## config.mk

```make
export PLATFORM = sky130hd
export DESIGN_NAME = pipe_stage_buf
export DESIGN_NICKNAME = d
export VERILOG_FILES = /design/src/rtl/pipe_stage_buf.sv
export SDC_FILE = /design/constraint.sdc
export NUM_CORES = 1
export LEC_CHECK = 0
export ABC_AREA = 1
export CAP_MARGIN = 0
export CORE_ASPECT_RATIO = 1.4
export CORE_UTILIZATION = 30
export DETAILED_ROUTE_END_ITERATION = 6
export GPL_ROUTABILITY_DRIVEN = 1
export GPL_TIMING_DRIVEN = 0
export PLACE_DENSITY = 0.61
export RECOVER_POWER = 100
export SYNTH_ARGS = -nofsm -noshare
export SYNTH_HDL_FRONTEND = slang
export SYNTH_SLANG_ARGS = --single-unit
```

## constraint.sdc

```tcl
create_clock -name clk -period 11.8 [get_ports clk]
set_clock_uncertainty 0.1 [all_clocks]
set_input_delay 2.36 -clock clk [delete_from_list [all_inputs] [get_ports clk]]
set_output_delay 2.36 -clock clk [all_outputs]
set_load 0.01 [all_outputs]
```

## src/rtl/pipe_stage_buf.sv

```systemverilog
// pipe_stage_buf: elastic in-order pipeline buffer with valid/ready, flush and occupancy.
// Define PIPE_STAGE_BUF_PERF_EN to add the saturating stall_cycles counter port.
module pipe_stage_buf #(
  parameter int WIDTH = 96,
  parameter int DEPTH = 2,
  parameter int CNT_W = $clog2(DEPTH + 1)
) (
  input  logic             clk,
  input  logic             rst,
  input  logic             flush,
  input  logic             in_valid,
  output logic             in_ready,
  input  logic [WIDTH-1:0] in_data,
  output logic             out_valid,
  input  logic             out_ready,
  output logic [WIDTH-1:0] out_data,
  output logic [CNT_W-1:0] count
`ifdef PIPE_STAGE_BUF_PERF_EN
  ,
  output logic [31:0]      stall_cycles
`endif
);
  localparam int PTR_W = DEPTH > 1 ? $clog2(DEPTH) : 1;
  logic [WIDTH-1:0] mem [DEPTH];
  logic [PTR_W-1:0] head, tail;
  logic push, pop;
  function automatic logic [PTR_W-1:0] next_ptr(input logic [PTR_W-1:0] p);
    return p == PTR_W'(DEPTH - 1) ? '0 : p + 1'b1;
  endfunction
  // ready depends only on registered count, so out_ready never reaches in_ready
  always_comb begin
    in_ready  = count != CNT_W'(DEPTH);
    out_valid = count != '0;
    out_data  = out_valid ? mem[head] : '0;
    push      = in_valid && in_ready;
    pop       = out_valid && out_ready;
  end
  always_ff @(posedge clk)
    if (push && !flush && !rst) mem[tail] <= in_data;
  always_ff @(posedge clk)
    if (rst || flush) begin
      head  <= '0;
      tail  <= '0;
      count <= '0;
    end else begin
      if (push) tail <= next_ptr(tail);
      if (pop) head <= next_ptr(head);
      count <= count + CNT_W'(push) - CNT_W'(pop);
    end
`ifdef PIPE_STAGE_BUF_PERF_EN
  always_ff @(posedge clk)
    if (rst) stall_cycles <= '0;
    else if (out_valid && !out_ready && stall_cycles != '1) stall_cycles <= stall_cycles + 1'b1;
`endif
endmodule

```

==> metrics.yaml, run 1 <==
ys_top_cells_by_count: "192 x edfxtp_1, 160 x nand2_1, 57 x a21oi_1, 40 x a21oi_2, 40 x nand2_2"
crit_slowest_cell: "clkbuf_1"
routed_wl_mm: 17.59
grt_pass1_vias: 4997
antenna_found_initial: 6
max_freq_mhz: 143.2
yosysTopAreaCell: "edfxtp_1"
synth_warnings: 0
min_period_over_period_pct: 59.17
place.gp.congestion: 0.6891
post_drt_wl_per_cell_um: 15.72
cts_root_buffer: "clkbuf_16"
cp.required_ns: 11.67
synth.distinct_cells: 18
start_util_pct: 30.59
final.min_clock_period_ns: 6.982
yosysSeqAreaShare_pct: 75.54
ys_async_sr_fraction_pct: 0
io_buffers: 200
ios: 201
row_count: 69
synth_area_leaders: "edfxtp_1 74%, nand2_1 7.7%, a21oi_2 4.5%"
synth_top_flop_cell: "edfxtp_1"
max-slew-margin-rel_pct: -93.72
synth_area_um2: 7765
ant_nets: 0
grt_overflow: 0
syn_inst: 551
clock_sinks: 197
grt_pass1_wl_mm: 26.88
syn_to_final_growth_pct: 38.20
path_max_fanout: 51
powerDensity_nw_per_um2: 136.5
via_count: 4859
syn_nets: 654
core_um2: 25380
min_path_type: "reg2reg"
r2r_cells: 5
violations: "max-capacitance violations, max-slew violations"
drcViolationCount: 0
crit_arrival_ns: 6.85
syn_area_per_cell_um2: 14.09
insertion_delay_ns: 0.42
dp_hpwl_mm: 12.48
hold_viol: 0
ys_seq_elements: 197
tightest_slew_ns: 2.906
path_cells: "dlygate4sd3_1 -> nor2_1 -> nand4_1 -> clkinvlp_2 -> clkbuf_1"
drt_iter0_drc: 194
hold_path_depth: 2
setup-violations-final: 0
cts_setup_buffers: 0
drv_cap: 2
ir_worst_vdd_mv: 0.09590
fp.dieW_um: 138.0
die_h_um: 192.4
cts_buffer_depth: 2
rsz0062_at_grt: "false"
die-area_um2: 26540
viasPerCell: 4.342
p_leak_nw: 3.852
slew_viol_final: 99
fin_util_pct: 42.28
numCtsBuffers: 17
cp-start-kind: "primary input"
grt_usage_pct: 13.85
crit_path_end_kind: "flop"
tritoncts: "yes"
hold_buffers: 0
drive_gt1_share_pct: 16.10
nets: 885
synth_most_common_cell: "edfxtp_1"
synth_top_cell_area_share_pct: 74.25
dr.pass1.iters: 4
outcome: "finished, violations left"
critPathMaxStageDelay_ns: 2.14
grt_max_degree: 52
ctsResizeCount: 0
critPathKind: "in2reg"
htreeDepth: 4
cts.clk_slew.worst_paths_ns: 0.07
synth_edf_count: 192
setup_tns_ns: 0
[cell type report]
type	count	area (um^2)
antenna	5	12.51
buffer	31	236.5
clock buffer	22	484.2
clock inverter	10	73.82
fill	2369	14650
inverter	11	45.04
multi-input combinational	312	1568
sequential	197	5866
tap	319	399.1
timing repair buffer	212	2047
[worst paths after layout]
path                  startpoint  slack [ns]                   end
min reg2reg    tail$_SDFFE_PP0P_        0.39     tail$_SDFFE_PP0P_
max reg2reg  count[0]$_SDFF_PP0_        7.04  mem[0][71]$_DFFE_PP_
min            tail$_SDFFE_PP0P_        0.39     tail$_SDFFE_PP0P_
max                        flush        4.82  mem[0][71]$_DFFE_PP_
[state kept, by name (all words and copies together) (netlist names), named ones only]
register and count:
mem 192, count 2, tail 1, head 1
[worst max-delay path, delay by kind of cell]
kind | cells | cell delay (ns)
AND/OR/NAND/NOR | 2 | 0.46
buffers and inverters | 3 | 3.98
[stage by stage]
step	std cells	setup slack, ns	area, um^2	power, W	hold slack [ns]
after global placement	1070	-3.095	10170	0.0009553	0.3615
after detailed placement	1082	6.713	10330	0.0009568	0.3833
after global routing	1118	4.144	10730	0.001528	0.4352
after CTS	1114	7.105	10890	0.001505	0.3948
after floorplan	551	1.828	7765	0.0008627	0.3476
final	1119	4.818	10730	0.001465	0.3881
[kinds of logic (layout without fill, tap and decap cells)]
kind of cell,Yosys count,count (layout),synth area share [%]
buffers and inverters,42,286,4.173
AND/OR/NAND/NOR,213,213,11.78
AO/OA/AOI/OAI,97,97,8.186
adder cells (fa/ha/maj),2,2,0.3222
other,0,5,0
flip-flops,197,197,75.54
[cell usage in the layout, fill, tap and decap left out]
cell / n
clkbuf_8: 4
buf_6: 3
nand3_1: 3
buf_12: 5
buf_2: 4
edfxtp_1: 192
inv_6: 2
inv_4: 1
nand2_2: 40
nand2_1: 160
nor3_1: 1
nor2_1: 8
buf_4: 3
a21oi_1: 57
clkdlybuf4s50_1: 19
clkinvlp_4: 2
clkinv_4: 3
diode_2: 5
dfxtp_1: 5
a21oi_2: 40
clkbuf_1: 29
inv_1: 9
clkinvlp_2: 1
ha_1: 2
nand4_1: 1
clkbuf_16: 17
dlygate4sd3_1: 181
clkinv_2: 3
[layer usage]
layer  track usage [%]  vias to the layer above  part of all wire, %
li1                  -                     2403                    -
met1             15.12                     2313                   39
met2             24.77                      123                   54
met3             4.071                       18                  5.2
met4             5.518                        2                  1.8
met5                 0                        -                0.068
[where the power goes]
group          internal, W  total, W  switching [W]  leakage (nW)
Sequential        0.000784  0.000787     0.00000373          1.78
Clock             0.000294  0.000544       0.000250         0.273
Combinational    0.0000645  0.000134      0.0000693          1.80
No activity file was read; power rests on OpenSTA's default activity.
==> run 2, diff against run 1 <==
- PLACE_DENSITY: 0.61 -> 0.63
- clock period: 11.8 -> 6.1 ns (I/O delays scaled with it)
==> metrics.yaml, run 2 (synthesized netlist as in run 1, its figures left out) <==
outcome: "completed"
die_h_um: 192.4
final_cell_mix: "192 x edfxtp_1, 187 x dlygate4sd3_1, 160 x nand2_1, 57 x a21oi_1"
drcViolationCount: 0
max_freq_mhz: 221.7
fin_util_pct: 42.77
antenna_found_initial: 5
grt_max_degree: 50
cp.required_ns: 4.78
crit_arrival_ns: 3.19
fp.dieW_um: 138.0
finalWorstSetupSlack_ns: 1.589
htreeDepth: 4
io_buffers: 200
rsz0062_at_grt: "false"
powerDensity_nw_per_um2: 267.3
cp-start-kind: "flop"
viasPerCell: 4.358
n_fill_cell: 2336
largest-register: "mem"
grt_pass1_wl_mm: 26.48
nets: 880
grt_pass1_vias: 4956
ios: 201
min_path_type: "reg2reg"
hold_buffers: 0
final.min_clock_period_ns: 4.511
via_count: 4842
post_drt_wl_per_cell_um: 15.59
tightest_slew_ns: 1.028
holdWs_ns: 0.3792
critPathKind: "reg2out"
insertion_delay_ns: 0.44
dp_hpwl_mm: 12.12
cts.clk_slew.worst_paths_ns: 0.07
die-area_um2: 26540
multi_input_area_um2: 1568
largest_register_ffs: 192
row_count: 69
syn_to_final_growth_pct: 39.80
routed_wl_mm: 17.32
pre_cts_ws_ns: 2.487
setup-violations-final: 0
mostFrequentLayoutCell: "edfxtp_1"
grt_usage_pct: 13.66
numCtsBuffers: 17
drive_gt1_share_pct: 17.59
hold_viol: 0
core_um2: 25380
top_regs: "mem: 192 flops, count: 2 flops"
max-slew-margin-rel_pct: 31.47
ant_nets: 0
cts_buffer_depth: 2
seq_area_um2: 5866
start_util_pct: 30.59
drt_iter0_drc: 163
ir_worst_vdd_mv: 0.1876
grt_overflow: 0
place.gp.congestion: 0.6884
path_max_fanout: 10
setup_tns_ns: 0
tritoncts: "yes"
slew_viol_final: 0
dr.pass1.iters: 4
ctsResizeCount: 0
clock_sinks: 197
cts_setup_buffers: 0
p_leak_nw: 3.941
min_period_over_period_pct: 73.95
drv_cap: 0
cts_root_buffer: "clkbuf_16"
crit_path_end_kind: "output pin"
## run 2: area by class of cell
| type | count | share of cell area, % |
|---|---|---|
| antenna | 2 | 0.04610 |
| buffer | 31 | 2.248 |
| clock buffer | 19 | 4.080 |
| clock inverter | 13 | 1.383 |
| inverter | 11 | 0.4265 |
| multi-input combinational | 312 | 14.44 |
| sequential | 197 | 54.03 |
| tap | 319 | 3.677 |
| timing repair buffer | 207 | 19.66 |
## run 2: path summary, 6_finish.rpt
kind	slack (ns)	startpoint	end	cells past startpoint
max	1.59	count[0]$_SDFF_PP0_	out_data[87]	5
max reg2reg	3.12	count[0]$_SDFF_PP0_	mem[1][64]$_DFFE_PP_	7
min reg2reg	0.38	tail$_SDFFE_PP0P_	tail$_SDFFE_PP0P_	2
min	0.38	tail$_SDFFE_PP0P_	tail$_SDFFE_PP0P_	2
## run 2: per-stage QoR
stage                     instance area, um^2  power, W  instances
after floorplan                          7770  0.001669        551
after global placement                  10170  0.001846       1070
after detailed placement                10350  0.001851       1077
after CTS                               10940  0.002980       1109
after global routing                    10850  0.003025       1110
final                                   10860  0.002902       1111
## run 2: per-layer routing
metal / global-route usage, % / part of all wire (%) / vias up / wire length (um)
met3: 4.623 / 6.4 / 29 / 1102
met2: 23.48 / 52 / 141 / 8962
met4: 5.853 / 2.6 / 6 / 453
li1: - / - / 2394 / -
met5: 0 / 0.23 / - / 40
met1: 15.17 / 39 / 2272 / 6763
## run 2: critical path, cell delays in order (launching register included)
cell	delay, ns
dfxtp_1	0.35
nor2_1	0.58
clkbuf_1	0.47
clkbuf_1	0.64
a21oi_2	0.07
dlygate4sd3_1	0.64
## run 2: power by group
| group | internal [W] | switching (W) |
|---|---|---|
| registers | 0.00151 | 0.00000751 |
| logic | 0.000127 | 0.000134 |
| clock network | 0.000622 | 0.000498 |
| total | 0.00226 | 0.000639 |
==> run 3, diff against run 2 <==
- clock period: 6.1 -> 4 ns (I/O delays scaled with it)
==> metrics.yaml, run 3 (synthesized netlist as in run 1, its figures left out) <==
slew_viol_final: 0
critPathMaxStageDelay_ns: 0.60
path_max_fanout: 10
fp.dieW_um: 138.0
drt_iter0_drc: 216
setup_tns_ns: 0
r2r-start: "count[0]$_SDFF_PP0_"
insertion_delay_ns: 0.43
r2r_cells: 5
routed_wl_mm: 17.61
total_power_w: 0.004638
crit_path_end_kind: "output pin"
tightest_slew_ns: 1.184
fin_util_pct: 43.16
final.min_clock_period_ns: 3.415
dr.pass1.iters: 6
max_freq_mhz: 292.8
hold_path_depth: 2
dp_hpwl_mm: 12.41
die_h_um: 192.4
n_fill_cell: 2368
ir_worst_vdd_mv: 0.2944
finalWorstSetupSlack_ns: 0.5851
place.gp.congestion: 0.7079
antenna_found_initial: 5
ios: 201
min_path_type: "reg2reg"
row_count: 69
hold_viol: 0
grt_pass1_wl_mm: 26.87
outcome: "completed"
tritoncts: "yes"
cts_setup_buffers: 0
cp.required_ns: 3.10
grt_overflow: 0
setup-violations-final: 0
path_cells: "nor2_4 -> clkbuf_1 -> buf_6 -> a21oi_2 -> dlygate4sd3_1"
drv_cap: 0
mostFrequentLayoutCell: "edfxtp_1"
regToRegEndpoint: "mem[1][36]$_DFFE_PP_"
largest_register_ffs: 192
seq_area_um2: 5866
viasPerCell: 4.390
numCtsBuffers: 17
cts.clk_slew.worst_paths_ns: 0.07
nets: 880
cts_buffer_depth: 2
crit_slowest_cell: "dlygate4sd3_1"
hp-start: "tail$_SDFFE_PP0P_"
critical-path-top-delay-family: "buffers and inverters"
io_buffers: 200
largest-register: "mem"
pre_cts_ws_ns: 0.6197
crit_arrival_ns: 2.51
fin_area_um2: 10950
ctsResizeCount: 0
min_period_over_period_pct: 85.37
drcViolationCount: 0
rrSetupSlack_ns: 1.33
cp-start-kind: "flop"
grt_pass1_vias: 5053
hold_end: "tail$_SDFFE_PP0P_"
grt_max_degree: 50
postPlaceCellArea_um2: 10320
multi_input_area_um2: 1580
hold_buffers: 0
drive_gt1_share_pct: 18.10
htreeDepth: 4
cp_num_buf_inv: 3
via_count: 4873
powerDensity_nw_per_um2: 423.4
syn_to_final_growth_pct: 41.07
post_drt_wl_per_cell_um: 15.87
core_um2: 25380
clock_sinks: 197
die-area_um2: 26540
ant_nets: 0
start_util_pct: 30.59
critPathKind: "reg2out"
final_cell_mix: "192 x edfxtp_1, 174 x dlygate4sd3_1, 160 x nand2_1, 57 x a21oi_1"
top_regs: "mem: 192 flops, count: 2 flops"
p_leak_nw: 3.958
max-slew-margin-rel_pct: 21.09
rsz0062_at_grt: "false"
cts_root_buffer: "clkbuf_16"
grt_usage_pct: 13.85
==> run 3: changes by cell type in the layout (fill, tap and decap cells not counted), moves of 3 or more <==
cell / change
clkdlybuf4s50_1: +13
dlygate4sd3_1: -13
clkbuf_1: -6
bufinv_16: +4
clkinv_1: +4
buf_6: +3
inv_6: -3
==> run 3: cell type report <==
| type | instances | share of cell area [%] |
|---|---|---|
| antenna | 1 | 0.02284 |
| clock inverter | 15 | 2.136 |
| inverter | 11 | 0.3998 |
| tap | 319 | 3.644 |
| timing repair buffer | 207 | 19.47 |
| clock buffer | 17 | 3.883 |
| buffer | 31 | 2.467 |
| sequential | 197 | 53.55 |
| multi-input combinational | 312 | 14.43 |
==> run 3: layer usage <==
metal,share of wire (%),track usage [%]
met1,38,14.82
met2,54,24.88
met3,6.3,4.807
met4,1.6,4.766
met5,0.35,0
==> run 3: stage by stage <==
step           std cells  hold WS, ns
2_1_floorplan        551       0.3496
3_3_place_gp        1070       0.3605
3_5_place_dp        1077       0.3664
4_1_cts             1109       0.3789
5_1_grt             1109       0.4120
6_report            1110       0.3806
==> run 3: worst max path at each step <==
stage	from	end	slack, ns	cells past startpoint
finish	count[0]$_SDFF_PP0_	out_data[88]	0.59	5
global route	count[0]$_SDFF_PP0_	out_data[87]	0.41	5
CTS	count[0]$_SDFF_PP0_	out_data[60]	0.87	5
detailed placement	flush	mem[1][68]$_DFFE_PP_	0.62	7
global placement	flush	mem[1][70]$_DFFE_PP_	-1.97	4
floorplan	flush	mem[1][0]$_DFFE_PP_	0.009	3
==> run 3: worst register-to-register path, cell delays in order, from the launching register on <==
cell,delay (ns)
dfxtp_1,0.43
inv_1,0.08
nand2_1,0.10
nand2_1,0.11
nor3_2,0.88
clkbuf_1,0.61
==> run 3: report_power, final <==
part           switching, W  total, W  internal [W]
registers         0.0000121   0.00232       0.00231
clock network      0.000743   0.00191       0.00117
logic              0.000205  0.000408      0.000203
total              0.000960   0.00464       0.00368
